===== src/rtl/rgb_to_hue.sv =====
// rgb_to_hue
//   Fully pipelined RGB -> hue converter on a 240-step colour wheel
//   (0 = red, 80 = green, 160 = blue). One pixel per clock and a fixed
//   two-cycle latency. A pixel sampled at edge n appears on hue after
//   edge n+2.
//
// Ports
//   clk      : sole clock, rising edge
//   rst      : asynchronous, active-low reset; clears every pipeline rank
//   r, g, b  : 8-bit unsigned colour channels, sampled every edge
//   hue      : registered hue, 0..239 (0 for grey pixels)
//
// Pipeline ranks
//   1. compare rank   : max/min/delta, dominant channel, corrected numerator N
//   2. mid-divide rank: partial remainder and quotient bits [7:4]
//   3. output rank    : quotient bits [3:0] and the final hue
module rgb_to_hue (
  input  logic       clk,
  input  logic       rst,
  input  logic [7:0] r,
  input  logic [7:0] g,
  input  logic [7:0] b,
  output logic [7:0] hue
);

  // One restoring-division step: bring down one dividend bit, subtract the
  // divisor if it fits. Returns {quotient bit, new remainder}. The remainder
  // entering a step is always below the divisor, so the trial value is below
  // twice the divisor and the result fits back into 8 bits.
  function automatic logic [8:0] div_step(input logic [7:0] rem,
                                          input logic       nbit,
                                          input logic [7:0] dv);
    logic [8:0] trial;
    logic [8:0] diff;
    trial = {rem, nbit};
    diff  = trial - {1'b0, dv};
    if (trial >= {1'b0, dv}) begin
      return {1'b1, diff[7:0]};
    end
    return {1'b0, trial[7:0]};
  endfunction

  // ---------------------------------------------------------------------
  // Compare rank: combinational front end
  // ---------------------------------------------------------------------
  logic               r_dom;
  logic               g_dom;
  logic [7:0]         mx;
  logic [7:0]         mn;
  logic [7:0]         delta;
  logic [7:0]         off;
  logic [8:0]         d;         // signed channel difference, two's complement
  logic signed [16:0] d_ext;
  logic signed [16:0] d40;
  logic [15:0]        off_delta;
  logic [15:0]        wrap;
  logic signed [16:0] n_raw;
  logic [15:0]        n_cor;

  always_comb begin
    // Tie priority r, then g, then b. If r is not dominant and g >= b then
    // g >= r necessarily holds, so the g test needs no r comparison.
    r_dom = (r >= g) && (r >= b);
    g_dom = !r_dom && (g >= b);

    off = '0;
    d   = '0;
    mx  = r;
    if (r_dom) begin
      mx  = r;
      off = 8'd0;
      d   = {1'b0, g} - {1'b0, b};
    end else if (g_dom) begin
      mx  = g;
      off = 8'd80;
      d   = {1'b0, b} - {1'b0, r};
    end else begin
      mx  = b;
      off = 8'd160;
      d   = {1'b0, r} - {1'b0, g};
    end

    if ((r <= g) && (r <= b)) begin
      mn = r;
    end else if (g <= b) begin
      mn = g;
    end else begin
      mn = b;
    end

    delta = mx - mn;

    // N = off*delta + 40*d, signed 17 bits (|40*d| <= 10200, off*delta <= 40800)
    d_ext     = {{8{d[8]}}, d};
    d40       = d_ext * 17'sd40;
    off_delta = {8'b0, off} * {8'b0, delta};
    n_raw     = $signed({1'b0, off_delta}) + d40;

    // Negative N wraps once around the wheel. The corrected value always
    // lies in 0..61200, so 16-bit modular addition yields it exactly.
    wrap  = {8'b0, 8'd240} * {8'b0, delta};
    n_cor = n_raw[15:0] + (n_raw[16] ? wrap : 16'd0);
  end

  // ---------------------------------------------------------------------
  // Rank registers
  // ---------------------------------------------------------------------
  // Rank 1
  logic [15:0] s1_n;
  logic [7:0]  s1_div;
  logic        s1_col;    // chromatic pixel (delta != 0)
  // Rank 2
  logic [7:0]  s2_rem;
  logic [3:0]  s2_nlo;
  logic [3:0]  s2_qhi;
  logic [7:0]  s2_div;
  logic        s2_col;

  // ---------------------------------------------------------------------
  // Mid-divide: quotient bits [7:4] from dividend bits [7:4]. Because
  // N < 240*delta < 256*delta, N[15:8] < delta and is the starting remainder.
  // ---------------------------------------------------------------------
  logic [8:0] a7, a6, a5, a4;

  always_comb begin
    a7 = div_step(s1_n[15:8], s1_n[7], s1_div);
    a6 = div_step(a7[7:0],    s1_n[6], s1_div);
    a5 = div_step(a6[7:0],    s1_n[5], s1_div);
    a4 = div_step(a5[7:0],    s1_n[4], s1_div);
  end

  // ---------------------------------------------------------------------
  // Final divide: quotient bits [3:0]
  // ---------------------------------------------------------------------
  logic [8:0] b3, b2, b1, b0;
  logic [3:0] qlo;

  always_comb begin
    b3  = div_step(s2_rem,  s2_nlo[3], s2_div);
    b2  = div_step(b3[7:0], s2_nlo[2], s2_div);
    b1  = div_step(b2[7:0], s2_nlo[1], s2_div);
    b0  = div_step(b1[7:0], s2_nlo[0], s2_div);
    qlo = {b3[8], b2[8], b1[8], b0[8]};
  end

  // Grey pixels (and the zeroed post-reset ranks) divide by zero, which
  // would produce all-ones quotient bits; the chromatic flag forces 0.
  always_ff @(posedge clk or negedge rst) begin
    if (!rst) begin
      s1_n   <= '0;
      s1_div <= '0;
      s1_col <= 1'b0;
      s2_rem <= '0;
      s2_nlo <= '0;
      s2_qhi <= '0;
      s2_div <= '0;
      s2_col <= 1'b0;
      hue    <= '0;
    end else begin
      s1_n   <= n_cor;
      s1_div <= delta;
      s1_col <= (delta != 8'd0);

      s2_rem <= a4[7:0];
      s2_nlo <= s1_n[3:0];
      s2_qhi <= {a7[8], a6[8], a5[8], a4[8]};
      s2_div <= s1_div;
      s2_col <= s1_col;

      hue    <= s2_col ? {s2_qhi, qlo} : '0;
    end
  end

endmodule


===== config.mk =====
export PLATFORM = sky130hd
export DESIGN_NAME = rgb_to_hue
export DESIGN_NICKNAME = d
export VERILOG_FILES = /design/src/rtl/rgb_to_hue.sv
export SDC_FILE = /design/constraint.sdc
export NUM_CORES = 1
export LEC_CHECK = 0
export BUFFER_PORTS_ARGS = -buffer_cell sky130_fd_sc_hd__clkbuf_2
export CAP_MARGIN = 20
export CORE_MARGIN = 4
export CORE_UTILIZATION = 25
export DETAILED_ROUTE_END_ITERATION = 10
export GPL_ROUTABILITY_DRIVEN = 0
export PLACE_DENSITY_LB_ADDON = 0.12
export SYNTH_ARGS = -nofsm -noshare
export SYNTH_HDL_FRONTEND = slang
export SYNTH_SLANG_ARGS = --single-unit

===== constraint.sdc =====
create_clock -name clk -period 10.95 [get_ports clk]
set_input_delay 1.095 -clock clk [delete_from_list [all_inputs] [get_ports clk]]
set_output_delay 1.095 -clock clk [all_outputs]
set_load 0.05 [all_outputs]

# After elaboration in Yosys (flattened, before gate mapping)
# Index checks and enable logic that the tools add are counted.
[op_classes] magnitude_cmp=14 n_mux=34 multipliers=3 addsub=14 reduce_logical=5
[ops] operator="2-to-1 mux 9 bit" n=18
[ops] operator="greater-or-equal comparator 9 x 8 -> 1 bit" n=8
[ops] operator="subtractor 8 bit" n=9
[ops] operator="2-to-1 mux 8 bit" n=7
[ops] operator="subtractor 8 x 8 -> 9 bit" n=3
[ops] operator="greater-or-equal comparator 8 bit" n=3
[ops] operator="<= comparator 8 bit" n=3
[ops] operator="adder 17 x 16 -> 17 bit" n=1
[ops] operator="adder 16 bit" n=1
[ops] operator="multiplier 8 x 8 -> 16 bit" n=1
[ops] operator="2-to-1 mux 16 bit" n=1
[ops] operator="multiplier 9 x 4 -> 13 bit, second input constant" n=1
[ops] operator="multiplier 4 x 8 -> 12 bit, first input constant" n=1
[ops] operator="2-to-1 mux 1 bit" n=8
[ops] operator="nonzero test 8 bit" n=1
[ops] operator="logical AND 1 bit" n=3
[ops] operator="logical NOT 1 bit" n=1
[totals] regBits=58 input_bits=26

# Depth between registers and ports, before layout
[depth] ltp_word=13 mapped_depth=53 mapped_depth_nobuf=51

# Least setup slack after synthesis
# OpenSTA, ideal clock, no wires.
[synth_path] path_type="in2reg" start="input b[1]" end="register s1_n[14]" stages=50 required_ps=10824 slack_ps=-98 arrival_time_ps=10922 n_path_buf=2 path_cell_list="inv_1 -> ha_1 -> nor2b_1 -> o31ai_1 -> a21oi_1 -> o41ai_4 -> clkbuf_1 -> mux2i_1 -> nor2_1 -> a21oi_1 -> ha_1 -> nor2b_1 -> o21ai_0 -> nand2b_1 -> a21o_1 -> a21o_1 -> a31oi_1 -> xnor2_1 -> [14 not listed] -> or2_2 -> a21oi_1 -> a31oi_1 -> xnor2_1 -> xnor2_1 -> clkbuf_1 -> inv_1 -> and2_1 -> ha_1 -> nor2b_1 -> o21ai_0 -> a21oi_1 -> o21ai_0 -> a21boi_0 -> o21ai_0 -> a21boi_0 -> nor4_1 -> a311o_1"
[synth_via] elab_chain_len=11 elab_cells_between_ends=25 classes_between="add/sub (5); mul (3); order compare (4); mux (9); reduce/logical (4)"
[synth_lines] item="from (decl)" line_no="22" text="input logic [7:0] b,"
[synth_lines] item="greater-or-equal comparator 8 bit" line_no="63" text="r_dom = (r >= g) && (r >= b);"
[synth_lines] item="logical AND 1 bit" line_no="63"
[synth_lines] item="logical NOT 1 bit" line_no="64" text="g_dom = !r_dom && (g >= b);"
[synth_lines] item="logical AND 1 bit" line_no="64"
[synth_lines] item="2-to-1 mux 8 bit" line_no="73" text="end else if (g_dom) begin"
[synth_lines] item="2-to-1 mux 8 bit" line_no="69" text="if (r_dom) begin"
[synth_lines] item="subtractor 8 bit" line_no="91" text="delta = mx - mn;"
[synth_lines] item="multiplier 8 x 8 -> 16 bit" line_no="96" text="off_delta = {8'b0, off} * {8'b0, delta};"
[synth_lines] item="adder 17 x 16 -> 17 bit" line_no="97" text="n_raw = $signed({1'b0, off_delta}) + d40;"
[synth_lines] item="2-to-1 mux 16 bit" line_no="102" text="n_cor = n_raw[15:0] + (n_raw[16] ? wrap : 16'd0);"
[synth_lines] item="adder 16 bit *" line_no="102"
[synth_lines] item="via n_cor[14]" line_no="58" text="logic [15:0] n_cor;"
[synth_lines] item="to (signal assigned)" line_no="160" text="s1_n <= n_cor;"
[synth_lines] item="to (decl)" line_no="109" text="logic [15:0] s1_n;"
# The timed path passes the listed nets; every way through them passes the cells marked *.

# Worst setup path after layout
# Same ends and word-level chain as after synthesis.

==> run_results.csv <==
group,metric,value,unit
critical_path,crit_arrival,10580,ps
global_routing,grt_util_all_layers,0.1262,
synthesis,synth_enable_flop_cells,0,
clocking,cts.path.max_buffers,2,
detailed_routing,drc,0,
sta,setup_viol,0,
detailed_routing,antenna_left,0,
detailed_routing,wl_per_cell,14.76,µm
worst_hold_path,timing.hold.worst.class,"register to register",
placed_design,io_buffers,33,
sta,fin_hold_ws,354.4,ps
synthesis,synthDistinctLibCells,70,
critical_path,end_kind,"register",
floorplanning,fp.dieH,204.4,µm
layout,diodes,0,
synthesis,yosysTopAreaCell,"ha_1",
floorplanning,core,37840,µm²
synthesis,synth_ff_type,"dfrtp_1",
detailed_routing,routed_wl,26.36,mm
critical_path,cp.required,11130,ps
critical_path,path_class,"primary input to register",
sta,slew_viol_final,0,
floorplanning,row_count,71,
clocking,cts_root_buf,"clkbuf_16",
synthesis,synthArstFlopShare,1.000,
critical_path,crit_fanout,4,
clocking,numCtsBuffers,5,
detailed_routing,drt_first_iter_violations,297,
clocking,clock-sinks,52,
sta,hold_viol,0,
floorplanning,die_w,204.4,µm
synthesis,avgSynthCellArea,8.399,µm²
synthesis,synth_common_cells,"ha_1, inv_1, nor2_1",
synthesis,synth_area_leaders,"ha_1, dfrtp_1, fa_1",
detailed_routing,num_vias,8080,
run,max_cap_violations,0,
synthesis,yosys_register_bits,52,
synthesis,synth.most_common_cell,"ha_1",
floorplanning,initial_utilization,0.2548,
synthesis,syn-cell-area,9642,µm²
sta,setup-tns-final,0,ps
floorplanning,dieArea,41770,µm²
critical_path,cp_common_cell,"inv_1",
synthesis,synthCells,1148,
synthesis,syn_nets,1394,
clocking,clk_latency,310,ps
critical_path,start_kind,"primary input",
clocking,cts_tree,"done",
global_routing,grt_pass1_wl,42.79,mm
sta,tightest_slew,770.9,ps
sta,max_freq,96.24,MHz
floorplanning,ios,34,
detailed_routing,firstDrtPassIters,4,
synthesis,ys_seq_area_frac,0.1350,
sta,fin_crit,10390,ps
layout,nNetsFinal,1520,
synthesis,synth_warnings,0,
status,status,"complete, no violations",
global_routing,grt_max_degree,53,
synthesis,synth_top_cell_area_share,0.2362,
global_routing,grt_pass1_vias,8205,
clocking,clk_pin_slew,80,ps
placed_design,hpwl,22.91,mm
sta,finalCritPeriodShare,0.9490,
global_routing,antenna_found_initial,0,
sta,fin_worst_skew,10.36,ps
layout,drive_above_1_share,0.1639,
clocking,htreeDepth,2,
sta,relSlewSlack,0.4806,
layout,syn2layout_area_growth,17.93,%
critical_path,cp_slowest_stage_delay,570,ps
detailed_routing,viasPerCell,4.524,
global_routing,grt_overflow,0,
critical_path,cp_slowest_cell,"fa_1",
-- area by class of cell --
cell class / count / area, µm²
inverters: 144 / 540.5
repair buffers: 137 / 949.7
multi-input cells: 934 / 7781
fillers: 4139 / 26470
well taps: 511 / 639.4
flip-flops and latches: 52 / 1301
clock buffers: 5 / 125.1
clock inverters: 3 / 33.78
-- registers in the layout, summed over array words and instances (netlist names) --
| name | flops |
|---|---|
| hue | 8 |
| s1_col | 1 |
| s1_div | 8 |
| s1_n | 13 |
| s2_col | 1 |
| s2_div | 8 |
| s2_nlo | 1 |
| s2_qhi | 4 |
| s2_rem | 8 |
-- worst max-delay path: cells and delay by family --
family	cells	cell delay (ps)
adders and majority gates	10	3500
and+or+nand+nor	9	1120
AOI/OAI and AO/OA	20	3300
muxes	1	240
xor gates and xnor gates	5	910
buffers and inverters	6	390
-- final timing paths --
path / slack, ps / startpoint / to / cells after the start
worst max-delay path: 560 / b[1] / s1_n[14] / 51
worst min-delay path: 350 / s1_n[3] / s2_nlo[3] / 0
worst max register to register: 1390 / s1_div[1] / s2_rem[4] / 34
worst min register to register: 350 / s1_n[3] / s2_nlo[3] / 0
max in group asynchronous: 9580 / rst / s1_n[15] / 2
min in group asynchronous: 900 / rst / hue[6] / 2
-- placed cells by master (no fill, tap or decap), types with 12 or more instances in the layout --
master | netlist | final
o21bai_1 | 14 | 14
xor2_1 | 26 | 26
o211ai_1 | 14 | 14
nand4_1 | 12 | 12
ha_1 | 182 | 179
fa_1 | 38 | 38
nor3_1 | 15 | 15
inv_1 | 143 | 143
dfrtp_1 | 52 | 52
a21o_1 | 39 | 39
o21ai_0 | 63 | 58
mux2i_1 | 19 | 19
mux2_2 | 21 | 21
o21a_1 | 19 | 19
xnor2_1 | 70 | 69
nor2_1 | 94 | 93
nand2_1 | 47 | 47
a21oi_1 | 90 | 83
nor2b_1 | 22 | 22
nand2b_1 | 22 | 22
clkbuf_2 | 0 | 33
buf_4 | 0 | 103
or2_2 | 17 | 17
and2_1 | 16 | 16
-- cells by family (layout without fill, tap and decap cells) --
family,after synthesis,in the layout,synth area share
AOI/OAI and AO/OA,298,298,0.2035
xor gates and xnor gates,97,97,0.08954
adders and majority gates,220,220,0.3151
buffers and inverters,162,289,0.06553
DFF,52,52,0.1350
muxes,41,41,0.04659
and+or+nand+nor,278,278,0.1448
-- metrics by stage --
step,util,instance area (µm²),instances,setup slack [ps]
finish,0.3005,11370,1786,558.9
global route,0.3005,11370,1786,-22.64
CTS,0.2971,11240,1779,60.24
detailed placement,0.2929,11080,1771,-225.8
global placement,0.2929,11080,1771,-95.22
floorplan,-,9644,1148,59.73
-- layer usage --
metal  vias to the layer above  routed length, µm  part of all wire  global-route usage
met3                         9                283             0.011            0.006823
met4                         0                195            0.0074             0.01890
met2                        47              12720              0.48              0.2218
li1                       4261                  -                 -                   -
met1                      3763              13160              0.50              0.1750
met5                         -                  0                 0                   0
-- what timing repair did --
item	in CTS	in global routing
setup endpoints to repair	0	5
resized for setup	0	21
setup buffers	0	7
hold buffers	0	0
Power is not shown: default switching activity piles up to over one toggle a cycle in this logic, so the estimate is an artifact.
